`src/rtl/cla_pkg.sv`:
```
// Shared types and helpers for the pipelined carry-lookahead adder (cla_pipe).
// Holds configuration defaults, the stage-count helper and the per-stage control record.
package cla_pkg;

  localparam int CLA_WIDTH_DEF = 32;
  localparam int CLA_SEG_W_DEF = 8;

  // Width-independent part of a stage record; the operand/sum fields depend on
  // WIDTH and are wrapped around this inside cla_pipe.
  typedef struct packed {
    logic valid;
    logic carry;
    logic cmsb;
  } cla_ctl_t;

  function automatic int seg_count(input int width, input int seg_w);
    return (seg_w < 1) ? 1 : width / seg_w;
  endfunction

endpackage

```
`src/rtl/cla_seg.sv`:
```
// Combinational SEG_W-bit carry-lookahead group: sum, group carry-out and the
// carry into the group's MSB (needed for signed overflow in the last stage).
module cla_seg #(
  parameter int SEG_W = 8
) (
  input  logic [SEG_W-1:0] a,
  input  logic [SEG_W-1:0] b,
  input  logic             cin,
  output logic [SEG_W-1:0] sum,
  output logic             cout,
  output logic             cmsb
);

  logic [SEG_W-1:0] p;
  logic [SEG_W-1:0] g;
  logic [SEG_W:0]   c;
  logic             acc;
  logic             run;

  assign p = a ^ b;
  assign g = a & b;

  // Each carry is a flat sum of products over the generate/propagate terms
  // below it, so no carry depends on another computed carry.
  always_comb begin
    c   = '0;
    acc = 1'b0;
    run = 1'b1;
    for (int i = 0; i <= SEG_W; i++) begin
      acc = 1'b0;
      run = 1'b1;
      for (int j = i - 1; j >= 0; j--) begin
        acc = acc | (g[j] & run);
        run = run & p[j];
      end
      c[i] = acc | (run & cin);
    end
  end

  assign sum  = p ^ c[SEG_W-1:0];
  assign cout = c[SEG_W];
  assign cmsb = c[SEG_W-1];

endmodule

```
`src/rtl/cla_pipe.sv`:
```
// Pipelined carry-lookahead adder/subtractor, one SEG_W-bit segment per stage.
// Optional macro CLA_PIPE_SAT_EN saturates out_sum to the signed limit on overflow.
module cla_pipe
  import cla_pkg::*;
#(
  parameter int WIDTH = CLA_WIDTH_DEF,
  parameter int SEG_W = CLA_SEG_W_DEF
) (
  input  logic             clk,
  input  logic             rst,
  input  logic             in_valid,
  output logic             in_ready,
  input  logic [WIDTH-1:0] in_a,
  input  logic [WIDTH-1:0] in_b,
  input  logic             in_cin,
  input  logic             in_sub,
  output logic             out_valid,
  input  logic             out_ready,
  output logic [WIDTH-1:0] out_sum,
  output logic             out_cout,
  output logic             out_ovf
);

  localparam int NSEG = seg_count(WIDTH, SEG_W);

  typedef struct packed {
    cla_ctl_t         ctl;
    logic [WIDTH-1:0] sum;
    logic [WIDTH-1:0] a;
    logic [WIDTH-1:0] b;
  } stage_t;

  if (SEG_W < 1 || (WIDTH % SEG_W) != 0) begin : g_param_check
    $error("cla_pipe: WIDTH must be a positive multiple of SEG_W");
  end

  logic   adv;
  stage_t head;
  stage_t stg_q [NSEG];
  stage_t stg_d [NSEG];

  assign adv      = out_ready | ~out_valid;
  assign in_ready = adv;

  // Subtraction is A + ~B + 1, so the operand is inverted once at accept and
  // every stage only ever adds.
  always_comb begin
    head           = '0;
    head.ctl.valid = in_valid & in_ready;
    head.ctl.carry = in_sub | in_cin;
    head.a         = in_a;
    head.b         = in_sub ? ~in_b : in_b;
  end

  for (genvar k = 0; k < NSEG; k++) begin : g_stage
    stage_t           st_in;
    stage_t           st_out;
    logic [SEG_W-1:0] seg_sum;
    logic             seg_cout;
    logic             seg_cmsb;

    if (k == 0) begin : g_first
      assign st_in = head;
    end else begin : g_next
      assign st_in = stg_q[k-1];
    end

    cla_seg #(.SEG_W(SEG_W)) u_seg (
      .a    (st_in.a[k*SEG_W +: SEG_W]),
      .b    (st_in.b[k*SEG_W +: SEG_W]),
      .cin  (st_in.ctl.carry),
      .sum  (seg_sum),
      .cout (seg_cout),
      .cmsb (seg_cmsb)
    );

    always_comb begin
      st_out                          = st_in;
      st_out.sum[k*SEG_W +: SEG_W]    = seg_sum;
      st_out.ctl.carry                = seg_cout;
      st_out.ctl.cmsb                 = seg_cmsb;
`ifdef CLA_PIPE_SAT_EN
      // On overflow both operand signs agree, so A's sign picks the limit.
      if (k == NSEG - 1 && (seg_cout ^ seg_cmsb)) begin
        st_out.sum = {st_in.a[WIDTH-1], {(WIDTH-1){~st_in.a[WIDTH-1]}}};
      end
`endif
    end

    assign stg_d[k] = st_out;
  end

  // The whole pipe moves as one; bubbles stay where they are.
  always_ff @(posedge clk or posedge rst) begin
    if (rst) begin
      for (int i = 0; i < NSEG; i++) begin
        stg_q[i] <= '0;
      end
    end else if (adv) begin
      for (int i = 0; i < NSEG; i++) begin
        stg_q[i] <= stg_d[i];
      end
    end
  end

  assign out_valid = stg_q[NSEG-1].ctl.valid;
  assign out_sum   = stg_q[NSEG-1].sum;
  assign out_cout  = stg_q[NSEG-1].ctl.carry;
  assign out_ovf   = stg_q[NSEG-1].ctl.carry ^ stg_q[NSEG-1].ctl.cmsb;

  logic unused_tail;
  assign unused_tail = ^{stg_q[NSEG-1].a, stg_q[NSEG-1].b};

endmodule

```
`config.mk`:
```
export PLATFORM = sky130hd
export DESIGN_NAME = cla_pipe
export DESIGN_NICKNAME = d
export VERILOG_FILES = /design/src/rtl/cla_pkg.sv /design/src/rtl/cla_seg.sv /design/src/rtl/cla_pipe.sv
export SDC_FILE = /design/constraint.sdc
export NUM_CORES = 1
export LEC_CHECK = 0
export CAP_MARGIN = 20
export CORE_MARGIN = 5
export CORE_UTILIZATION = 29
export CTS_BUF_LIST = sky130_fd_sc_hd__clkbuf_8
export DETAILED_ROUTE_END_ITERATION = 8
export SLEW_MARGIN = 20
export SYNTH_ARGS = -nofsm -noshare
export SYNTH_HDL_FRONTEND = slang
export SYNTH_HIERARCHICAL = 1
export SYNTH_SLANG_ARGS = --single-unit
```
`constraint.sdc`:
```
create_clock -name clk -period 14.19 [get_ports clk]
set_input_delay 4.257 -clock clk [delete_from_list [all_inputs] [get_ports clk]]
set_output_delay 4.257 -clock clk [all_outputs]
set_load 0.02 [all_outputs]
```
Word-level counts from Yosys, hierarchy flattened --
Cells that the tools add are included. Widths: inputs -> output; s select.
Word-level totals: register bits after elaboration 281, output and inout port bits 36, word-level logic and storage cells 438
Operators by class: mux-type cells 1, bitwise gates (word level) 418
Operators by type and width (count):
- $and 1x1->1 | 257
- $or 1x1->1 | 146
- $xor 8x8->8 | 8
- $and 8x8->8 | 4
- $mux 32 | 1
- $not 32->32 | 1
- $not 1->1 | 1
- $xor 1x1->1 | 1

Longest topological paths before layout --
word-level depth 12, depth in mapped cells 9

Hierarchy --
The synthesis kept the hierarchy.
Modules (own cells, without submodules):
- cla_pipe | times used 1, cells an instance 463, area each 8002.7 um^2, sequential area each 4629.4 um^2
- cla_seg | times used 4, cells an instance 37, area each 327.8 um^2, sequential area each 0.0 um^2

Least setup slack after synthesis --
Ideal clock, no wire load.
path type input to output, start point input port out_ready, end point output port in_ready, data arrival time 4804 ps, data required time 9933 ps, slack 5129 ps, stages on the path 4, path buffers 3, cell sequence nand2b_1 buf_6 buf_6 buf_6
Between the ends: word-level cells in the longest chain between the ends 1
Ends and longest elaborated chain:
- start, declared | RTL line cla_pipe.sv:18 | input logic out_ready,
- $or 1x1->1 | RTL line cla_pipe.sv:42 | assign adv = out_ready | ~out_valid;
- end, declared | RTL line cla_pipe.sv:12 | output logic in_ready,
Every way passes these cells.

Final worst setup path --
Ends and elaborated chain as after synthesis.

==> summary.txt <==
Outcome
  – Status: finished clean

GRT
  – Vias in the first global route: 5029
  – Grt total ovfl: 0
  – Largest net degree at the start of global routing: 148
  – GRT Total Usage: 0.09463
  – First-pass GRT wire length: 26910 um
  – Number of antenna violations at the first check in global routing: 0

Final layout
  – Fillers: 3057
  – Non-filler cells, final: 1093
  – Register Area: 0.004629 sq mm
  – # nets final: 784
  – Layout cells sized above 1: 0.3575
  – Area occupied by multi-input gates: 0.004187 sq mm
  – Layout area overhead: 16.72%
  – Final Util: 0.3432
  – Antenna diodes: 0
  – Design area: 0.01086 sq mm

Pwr
  – P_int: 1.604 mW
  – Power Density: 224.6 mW/mm^2
  – Sw frac: 0.3424
  – Clock power frac: 0.153
  – Gate power share: 0.473
  – Total Power: 2.439 mW
  – Leak: 4.970 nW
  – P_sw: 0.8349 mW
  – Max VDD drop: 0.08693 mV
  – Reg power frac: 0.374

Placement
  – I/O Buffers: 105
  – GP Congestion: 0.7277
  – Place WS: 3815 ps
  – Dpl hpwl: 10770 um
  – Placed inst area: 0.01043 sq mm
  – Inst Count DP: 1061

Timing
  – Final min period: 10340 ps
  – Clock skew: 22.10 ps
  – Max Freq: 96.67 MHz
  – RSZ-0062 raised after global routing: no
  – Final Hold Fails: 0
  – Total negative slack: 0 ps
  – Worst slew margin: 0.2184
  – Final Max Tran Viols: 0
  – Setup WS post-layout: 3846 ps
  – Worst hold slack: 491.8 ps
  – Period utilization: 0.7290
  – Worst-Margin Slew: 1172 ps
  – Setup violators final: 0

Clock tree
  – Post_cts resized: 0
  – Post-CTS setup repair buffer count: 0
  – H-tree levels: 4
  – Clock tree buffer depth: 2
  – Root Buffer: clkbuf_8
  – Clk slew on worst S/H paths: 100 ps
  – Clk sinks: 185
  – Total CTS buffers: 17
  – Skew-Pair Late Insertion Delay: 500 ps
  – Hold_buf cts: 0
  – TritonCTS clock tree: done

Logic synthesis
  – Post-Syn Area: 0.009303 sq mm
  – Syn_area_per_cell: 15.30 sq um
  – Post-Syn Instances: 608
  – Syn nets: 714
  – Synthesis warning total: 6

Routing
  – Via count: 4763
  – TritonRoute pass-1 iters: 4
  – Routed WL per cell: 14.88 um
  – Met2 routed wirelength: 7370 um
  – DR vias/cell: 4.358
  – # DRC: 0
  – Highest routed layer: met4
  – ANT nets after route: 0
  – M1 wire length: 8103 um
  – Routed WL: 16270 um
  – Wire length on met3: 551 um
  – 1st-iter DRT viols: 168

Worst setup path
  – WP buf/inv: 2
  – Critical path peak fanout: 40
  – CP peak stage delay: 740 ps
  – Crit-path slowest cell: clkdlybuf4s50_1
  – Crit path cell chain: clkdlybuf4s50_1 -> nand2b_4 -> clkdlybuf4s50_1
  – CP Launch Type: input port
  – CP Class: in -> out
  – WP data arrival: 6090 ps
  – Crit-path most repeated cell: clkdlybuf4s50_1
  – Required @ worst endpoint: 9930 ps
  – Delay-heaviest family, CP: buffers and inverters
  – CP Capture Type: primary output

Die
  – Cell Rows: 65
  – Number of I/O pins: 106
  – Die Height: 189.1 um
  – Initial Util: 0.2940
  – DIE AREA: 0.03576 sq mm
  – Die X-Extent: 189.1 um
  – Core area: 0.03164 sq mm

Worst hold path
  – Hold Crit Class: reg -> reg

Job
  – MaxCap Viol Count: 0
## layout by cell type (no fill, tap or decap), types with 2 or more instances in the layout
cell and instances:
ha_1 32, a41oi_2 4, dfrtp_1 185, mux2_2 46, nor2_1 16, inv_1 5, nor2b_1 4, mux2_4 138
fa_1 4, o21ai_1 4, a31o_1 4, clkinv_8 7, a211oi_1 4, inv_6 6, nor3_1 4, a22oi_1 4
and2_2 4, o31a_1 4, a21o_2 4, clkdlybuf4s50_1 104, xor2_1 45, buf_4 2, o21ai_2 4, nor3_2 4
o21bai_1 4, clkbuf_8 17, a21o_1 8, and3_1 4, a211oi_2 4, xnor2_1 8, inv_8 2
## registers in the layout, summed over array words and instances (netlist names)
| signal | count |
|---|---|
| out_sum | 32 |
| g_stage.st_in | 150 |
| out_valid | 1 |
| out_cout | 1 |
| stg_q | 1 |
## final cells by class
type	count	share of cell area
tap	402	0.04632
timing repair buffer	108	0.09956
inverter	6	0.002766
sequential	185	0.4264
clock buffer	17	0.02155
clock inverter	15	0.01786
multi-input combinational	360	0.3856
## power groups by stage
stage | clock, mW | combinational [mW] | sequential, mW
final | 0.373 | 1.15 | 0.912
after global routing | 0.413 | 1.25 | 0.947
after CTS | 0.395 | 1.17 | 0.921
after detailed placement | 0 | 1.16 | 0.931
after global placement | 0 | 1.14 | 0.928
after floorplan | 0 | 1.00 | 0.876
## final timing paths
path	from	end	slack, ps	cells past startpoint
worst max-delay path	out_ready	in_ready	3850	3
worst min-delay path	g_stage[3].st_in[98]$_DFFE_PP0P_	out_valid$_DFFE_PP0P_	490	1
worst max register to register	out_valid$_DFFE_PP0P_	out_sum[3]$_DFFE_PP0P_	11580	3
worst min register to register	g_stage[3].st_in[98]$_DFFE_PP0P_	out_valid$_DFFE_PP0P_	490	1
max in group asynchronous	rst	g_stage[3].st_in[60]$_DFFE_PP0P_	8420	3
min in group asynchronous	rst	out_sum[23]$_DFFE_PP0P_	4300	2
## layer usage
metal | vias up | GRT usage
met4 | 0 | 0.03784
li1 | 2265 | -
met2 | 67 | 0.1403
met5 | - | 0
met3 | 12 | 0.02692
met1 | 2419 | 0.1306
No activity file was read; power rests on OpenSTA's default activity.
